--- src/rtl/mem_resp_stage.sv ---
// mem_resp_stage: memory-response pipeline stage; waits for load data, buffers it under
// write-back backpressure, extends sub-word loads and discards responses orphaned by a flush.
module mem_resp_stage #(
  parameter int CNT_W = 2
) (
  input  logic         clk,
  input  logic         resetn,
  input  logic         es_to_ms_valid,
  input  logic [164:0] es_to_ms_bus,
  output logic         ms_allowin,
  output logic         ms_to_ws_valid,
  output logic [160:0] ms_to_ws_bus,
  input  logic         ws_allowin,
  input  logic         ws_to_ms_exbus,
  input  logic         data_sram_data_ok,
  input  logic [31:0]  data_sram_rdata,
  output logic [39:0]  ms_to_ds_bus
);
  logic             ms_valid_q, ms_valid_d;
  logic             buf_valid_q, buf_valid_d;
  logic [CNT_W-1:0] discard_cnt_q, discard_cnt_d;
  logic [164:0]     bus_q, bus_d;
  logic [31:0]      buf_q, buf_d;
  logic             clear_all, mem_req, except, gr_we, data_ok_eff, ms_ready_go;
  logic             leave, buf_set, inc, dec;
  logic [2:0]       ld_type;
  logic [31:0]      alu_result, ld_data, final_result;
  logic [7:0]       lane_b;
  logic [15:0]      lane_h;

  assign clear_all   = ws_to_ms_exbus;
  assign mem_req     = bus_q[164];
  assign ld_type     = bus_q[163:161];
  assign except      = bus_q[75];
  assign gr_we       = bus_q[69];
  assign alu_result  = bus_q[63:32];
  assign data_ok_eff = data_sram_data_ok && (discard_cnt_q == '0);
  assign ms_ready_go = !mem_req || except || data_ok_eff || buf_valid_q;
  assign ms_allowin  = !ms_valid_q || (ms_ready_go && ws_allowin);
  assign ms_to_ws_valid = ms_valid_q && ms_ready_go && !clear_all;
  assign leave       = ms_valid_q && ms_ready_go && ws_allowin;
  assign buf_set     = data_ok_eff && ms_valid_q && mem_req && !buf_valid_q && !ws_allowin;
  // A flushed load still owes the SRAM one response; count it so it can be dropped later.
  assign inc         = clear_all && ms_valid_q && mem_req && !except && !ms_ready_go;
  assign dec         = data_sram_data_ok && (discard_cnt_q != '0);

  always_comb begin
    ld_data      = buf_valid_q ? buf_q : data_sram_rdata;
    lane_b       = ld_data[{alu_result[1:0], 3'b000} +: 8];
    lane_h       = alu_result[1] ? ld_data[31:16] : ld_data[15:0];
    final_result = (ld_type == 3'd0) ? alu_result :
                   (ld_type == 3'd1) ? {{24{lane_b[7]}}, lane_b} :
                   (ld_type == 3'd2) ? {24'd0, lane_b} :
                   (ld_type == 3'd3) ? {{16{lane_h[15]}}, lane_h} :
                   (ld_type == 3'd4) ? {16'd0, lane_h} : ld_data;
  end

  always_comb begin
    ms_valid_d    = clear_all ? 1'b0 : ms_allowin ? es_to_ms_valid : ms_valid_q;
    bus_d         = (es_to_ms_valid && ms_allowin) ? es_to_ms_bus : bus_q;
    buf_valid_d   = (clear_all || leave) ? 1'b0 : buf_set ? 1'b1 : buf_valid_q;
    buf_d         = buf_set ? data_sram_rdata : buf_q;
    discard_cnt_d = (inc && !dec && discard_cnt_q != '1) ? discard_cnt_q + CNT_W'(1) :
                    (dec && !inc) ? discard_cnt_q - CNT_W'(1) : discard_cnt_q;
  end

  always_ff @(posedge clk or negedge resetn) begin
    if (!resetn) begin
      ms_valid_q    <= 1'b0;
      buf_valid_q   <= 1'b0;
      discard_cnt_q <= '0;
    end else begin
      ms_valid_q    <= ms_valid_d;
      buf_valid_q   <= buf_valid_d;
      discard_cnt_q <= discard_cnt_d;
    end
  end

  always_ff @(posedge clk) begin
    bus_q <= bus_d;
    buf_q <= buf_d;
  end

  assign ms_to_ws_bus = {bus_q[160:64], final_result, bus_q[31:0]};
  assign ms_to_ds_bus = {ms_valid_q, ms_valid_q && gr_we && !except, bus_q[68:64], final_result,
                         ms_valid_q && (ld_type != 3'd0) && !ms_ready_go};
endmodule
--- config.mk ---
export PLATFORM = sky130hd
export DESIGN_NAME = mem_resp_stage
export DESIGN_NICKNAME = d
export VERILOG_FILES = /design/src/rtl/mem_resp_stage.sv
export SDC_FILE = /design/constraint.sdc
export NUM_CORES = 1
export LEC_CHECK = 0
export CAP_MARGIN = 0
export CORE_ASPECT_RATIO = 2
export CORE_MARGIN = 2
export CORE_UTILIZATION = 39
export DETAILED_ROUTE_END_ITERATION = 6
export PLACE_DENSITY = 0.74
export SYNTH_ARGS = -nofsm -noshare
export SYNTH_HDL_FRONTEND = slang
export SYNTH_SLANG_ARGS = --single-unit
--- constraint.sdc ---
create_clock -name clk -period 5.85 [get_ports clk]
set_input_delay 1.17 -clock clk [delete_from_list [all_inputs] [get_ports clk]]
set_output_delay 1.17 -clock clk [all_outputs]
set_load 0.02 [all_outputs]
==> results of run 1 <==
[cells in the mapped netlist (all sizes together), types with 7 or more instances]
cell	instances	area, um2
a211oi	13	97.6
a21oi	16	91.3
a31o	8	70.1
buf	184	1350
clkbuf	8	30.0
edfxtp	197	5920
inv	7	26.3
mux2	15	169
mux2i	11	110
mux4	24	541
nand2	30	113
nand2b	7	43.8
nand3	7	35.0
nor2	24	92.6
o21ai	18	90.1
[final cells by class]
type	instances	area [um2]
fill	1957	10600
sequential	201	6020
timing repair buffer	419	4200
multi-input combinational	242	2010
clock buffer	21	483
tap	287	359
clock inverter	11	91.3
inverter	7	26.3
[metrics by stage]
| step | std cells | worst slack (ns) |
|---|---|---|
| 2_1_floorplan | 642 | 0.854 |
| 3_3_place_gp | 1156 | 0.915 |
| 3_5_place_dp | 1156 | 0.853 |
| 4_1_cts | 1188 | 0.844 |
| 5_1_grt | 1188 | 0.704 |
| 6_report | 1188 | 0.816 |
[metal layers]
metal,global-route usage,share of wire
met5,0,0.0017
met4,0.0909,0.041
met3,0.0644,0.086
met2,0.395,0.56
met1,0.201,0.31
[power by group]
part           switching [W]  leakage (nW)  total [W]  internal (W)
Sequential         0.0000405          1.93    0.00172       0.00168
Combinational       0.000371          2.40   0.000771      0.000399
Clock               0.000526         0.282    0.00117      0.000644
[flip-flops by register name (all words and copies together) (netlist names)]
name,flops
bus_q,165
buf_q,32
discard_cnt_q,2
buf_valid_q,1
ms_valid_q,1
[placed cells by master, fill, tap and decap left out, types with 13 or more instances in the layout]
master and instances:
a211oi_1 13, clkdlybuf4s50_1 405, edfxtp_1 197, mux2_2 15, a21oi_1 15, nor2_1 23, nand2_1 30, o21ai_0 18
clkbuf_16 19, mux4_2 24
[logic make-up after synthesis]
kind of cell / count (synthesis) / synth area share
xor+xnor: 1 / 0.000931
compound gates: 91 / 0.0677
mux: 50 / 0.0871
flops: 201 / 0.639
simple gates: 100 / 0.0562
buf+inv: 199 / 0.149
[path summary, 6_finish.rpt]
path / to / from / cells past startpoint
hold reg to reg: discard_cnt_q[0]$_DFFE_PN0P_ / discard_cnt_q[0]$_DFFE_PN0P_ / 1
min in group asynchronous: ms_valid_q$_DFFE_PN0P_ / resetn / 1
hold / removal: discard_cnt_q[0]$_DFFE_PN0P_ / discard_cnt_q[0]$_DFFE_PN0P_ / 1
setup reg to reg: bus_q[105]$_DFFE_PP_ / discard_cnt_q[0]$_DFFE_PN0P_ / 5
setup / recovery: ms_to_ds_bus[30] / data_sram_rdata[23] / 6
max in group asynchronous: buf_valid_q$_DFFE_PN0P_ / resetn / 1
==> results.yml, run 1 <==
floorplan:
  core.rowCount: 80
  io_pins: 406
  die_h_um: 224
  die_x_um: 114
  die-area_um2: 25500
  core_um2: 23800
  initial_utilization: 0.395
yosys:
  ys_seq_area_frac: 0.639
  synth-edff-count: 197
  syn_inst: 642
  async_flop_share: 0.0199
  synth_fp_nets: 845
  yosysWarnings: 0
  synth_seq_cells: 201
  synthDistinctLibCells: 51
  synth_area_per_cell_um2: 14.7
  syn_area_um2: 9410
  synth_flop_cell: "edfxtp_1"
clock_tree:
  clockBufferDepth: 3
  cts_buffers: 19
  clkTransAtPathRegs_ns: 0.06
  htree_num_levels: 1
  cts_resized: 0
  cts_tree: "yes"
  clock_latency_ns: 0.49
  postCtsSetupRepairBufs: 0
  cts_root_buf: "clkbuf_16"
  clock_sinks: 201
  cts_hold_buffers: 0
global_routing:
  grt_pass1_vias: 6265
  antenna_found_initial: 3
  grt_pass1_wl_um: 38800
  grt_max_degree: 51
  grt_remaining_overflow: 0
  track_usage: 0.208
placed_design:
  hpwl_um: 21300
  io_buffers: 405
  placed_cell_area_um2: 12600
  routabilityCongestion: 0.901
critical_path:
  cp_data_arrival_time_ns: 3.86
  end_kind: "primary output"
  critPathKind: "primary input to primary output"
  path_cells: "clkdlybuf4s50_1 -> mux4_2 -> mux2i_1 -> nor3_1 -> o32a_1 -> clkdlybuf4s50_1"
  crit_top_cell: "clkdlybuf4s50_1"
  required_ns: 4.68
  path_max_fanout: 6
  critPathTopFamily: "buffers and inverters"
  r2r_setup_slack_ns: 3.00
  slowest_stage: "clkdlybuf4s50_1"
  path_buf_inv: 2
  crit_path_max_incr_delay_ns: 0.62
  worstSetupStartpointType: "primary input"
drt:
  ant_nets: 0
  wl_per_cell_um: 22.9
  via_per_inst: 5.09
  first_pass_iters: 4
  vias: 6049
  drc: 0
  drt-initial-drc-count: 350
  routed_wl_um: 27200
timing:
  period_share: 0.861
  setup-violations-final: 0
  clock_skew_ns: 0.00929
  setup_tns_ns: 0
  whs_ns: 0.555
  final.min_clock_period_ns: 5.03
  report.final.slew_viol_count: 0
  fmax_mhz: 199
  slew_headroom: 0.386
  timing.final.hold_violations: 0
  grt_setup_unrepaired: "no"
  tightest_slew_ns: 0.921
final_layout:
  final_net_count: 1093
  diodes: 0
  final_core_util: 0.553
  drive_gt1_frac: 0.108
  fin_area_um2: 13200
  syn_to_final_growth_pct: 40.0
pwr:
  ir_worst_vdd_v: 0.000283
  pwr_density_cell_nw_per_um2: 278
  p_leak_nw: 4.61
  power.total_w: 0.00366
run_status:
  status: "finished, final reports clean"
hold_path:
  hold_path.class: "register to register"
run:
  maxCapViolCount: 0
Note: power is estimated with default switching activity, not from simulation.
==> inputs of run 2 (changes only) <==
--- a/config.mk
+++ b/config.mk
@@ -7,7 +7,7 @@
 export LEC_CHECK = 0
 export CAP_MARGIN = 0
 export CORE_ASPECT_RATIO = 2
-export CORE_MARGIN = 2
+export CORE_MARGIN = 4
 export CORE_UTILIZATION = 39
 export DETAILED_ROUTE_END_ITERATION = 6
 export PLACE_DENSITY = 0.74
==> run 2 against run 1 <==
Effect of this change:
- utilization increased by 0.25 points
- clock skew is 0.00081 ns higher
- via count decreased by 0.13%
- highest routed layer unchanged
==> results.yml, run 2 (synthesis gave the netlist of run 1 again) <==
timing:
  fmax_mhz: 202
  whs_ns: 0.598
  slew_headroom: 0.466
  setup-violations-final: 0
  grt_setup_unrepaired: "no"
  timing.final.hold_violations: 0
  final.min_clock_period_ns: 4.94
  report.final.slew_viol_count: 0
  period_share: 0.844
  tightest_slew_ns: 0.802
  clock_skew_ns: 0.0101
  setup_tns_ns: 0
global_routing:
  antenna_found_initial: 3
  grt_remaining_overflow: 0
  grt_max_degree: 53
  grt_pass1_vias: 6691
  grt_pass1_wl_um: 41900
  track_usage: 0.208
clock_tree:
  cts_root_buf: "clkbuf_16"
  cts_hold_buffers: 0
  cts_resized: 0
  htree_num_levels: 1
  clock_sinks: 201
  clock_latency_ns: 0.50
  clockBufferDepth: 3
  cts_tree: "yes"
  postCtsSetupRepairBufs: 0
  clkTransAtPathRegs_ns: 0.07
  cts_buffers: 20
critical_path:
  r2r_setup_slack_ns: 2.74
  required_ns: 4.68
  crit_end: "ms_to_ds_bus[26]"
  cp.depth: 6
  regToRegStartpoint: "buf_valid_q$_DFFE_PN0P_"
  critPathLaunch: "data_sram_rdata[23]"
  path_cells: "clkdlybuf4s50_1 -> mux4_2 -> or4_4 -> a21oi_4 -> a211oi_1 -> clkdlybuf4s50_1"
  crit_path_max_incr_delay_ns: 0.59
  cp_data_arrival_time_ns: 3.77
  worstSetupStartpointType: "primary input"
  critPathKind: "primary input to primary output"
  critPathTopFamily: "buffers and inverters"
  path_buf_inv: 2
  end_kind: "primary output"
  crit_top_cell: "clkdlybuf4s50_1"
  slowest_stage: "clkdlybuf4s50_1"
  path_max_fanout: 13
  critical_path.reg2reg.endpoint: "bus_q[126]$_DFFE_PP_"
  reg2reg_depth: 6
placed_design:
  io_buffers: 405
  hpwl_um: 22500
  routabilityCongestion: 0.847
pwr:
  power.total_w: 0.00375
  ir_worst_vdd_v: 0.000261
  pwr_density_cell_nw_per_um2: 283
  p_leak_nw: 4.64
drt:
  wl_per_cell_um: 23.9
  routed_wl_um: 28500
  first_pass_iters: 4
  vias: 6041
  via_per_inst: 5.06
  ant_nets: 0
  drt-initial-drc-count: 484
  drc: 0
final_layout:
  drive_gt1_frac: 0.111
  final_common_cell: "clkdlybuf4s50_1"
  fillers: 1940
  diodes: 0
  regMostFlops: "bus_q"
  largest_register_ffs: 165
  syn_to_final_growth_pct: 40.6
  final_net_count: 1097
  reg_top3: "bus_q x165, buf_q x32, discard_cnt_q x2"
  regArea_um2: 6020
  layout_common_cells: "clkdlybuf4s50_1 (405), edfxtp_1 (197), nand2_1 (30)"
  multi_input_area_um2: 2010
floorplan:
  core.rowCount: 80
  initial_utilization: 0.395
  die_h_um: 228
  core_um2: 23800
  die_x_um: 118
  io_pins: 406
  die-area_um2: 26800
run:
  maxCapViolCount: 0
run_status:
  status: "finished, final reports clean"
hold_path:
  hold_path.class: "register to register"
run 2: cell types whose count changed in the layout (fill, tap and decap cells not counted):
cell / previous run / this run
buf_12: 3 / 2
buf_4: 11 / 15
clkbuf_16: 19 / 21
clkinv_1: 2 / 3
clkinv_2: 4 / 2
clkinvlp_4: 1 / 3
inv_6: 1 / 0
run 2: through the flow:
step	utilization	area, um2	cells	worst slack, ns
after detailed placement	0.530	12600	1159	0.923
after global routing	0.556	13200	1193	0.823
after floorplan	-	9410	642	0.854
final	0.556	13200	1193	0.911
after CTS	0.556	13200	1193	0.888
after global placement	0.530	12600	1159	0.989
run 2: worst min-delay path by stage:
stage,to,from,cells past startpoint,slack (ns)
5_1_grt,discard_cnt_q[0]$_DFFE_PN0P_,discard_cnt_q[0]$_DFFE_PN0P_,1,0.64
3_5_place_dp,discard_cnt_q[0]$_DFFE_PN0P_,discard_cnt_q[0]$_DFFE_PN0P_,1,0.57
2_1_floorplan,discard_cnt_q[0]$_DFFE_PN0P_,discard_cnt_q[0]$_DFFE_PN0P_,1,0.51
4_1_cts,discard_cnt_q[0]$_DFFE_PN0P_,discard_cnt_q[0]$_DFFE_PN0P_,1,0.61
3_3_place_gp,discard_cnt_q[0]$_DFFE_PN0P_,discard_cnt_q[0]$_DFFE_PN0P_,1,0.53
6_report,discard_cnt_q[0]$_DFFE_PN0P_,discard_cnt_q[0]$_DFFE_PN0P_,1,0.60
run 2: final cells by class:
class / count / share of cell area
Clock buffer: 23 / 0.0403
Clock inverter: 11 / 0.00690
Inverter: 7 / 0.00198
Multi-Input combinational cell: 242 / 0.151
Sequential cell: 201 / 0.454
Tap cell: 287 / 0.0271
Timing Repair Buffer: 422 / 0.318
run 2: per-layer routing:
metal | part of all wire | global-route usage | up-vias
met5 | 0.00098 | 0 | -
met4 | 0.045 | 0.0925 | 6
met3 | 0.089 | 0.0702 | 56
met2 | 0.56 | 0.401 | 309
met1 | 0.30 | 0.192 | 2922
li1 | - | - | 2748
run 2: power breakdown:
group	switching, W	internal [W]
clock	0.000553	0.000700
sequential	0.0000367	0.00168
combinational	0.000380	0.000400
total	0.000970	0.00278
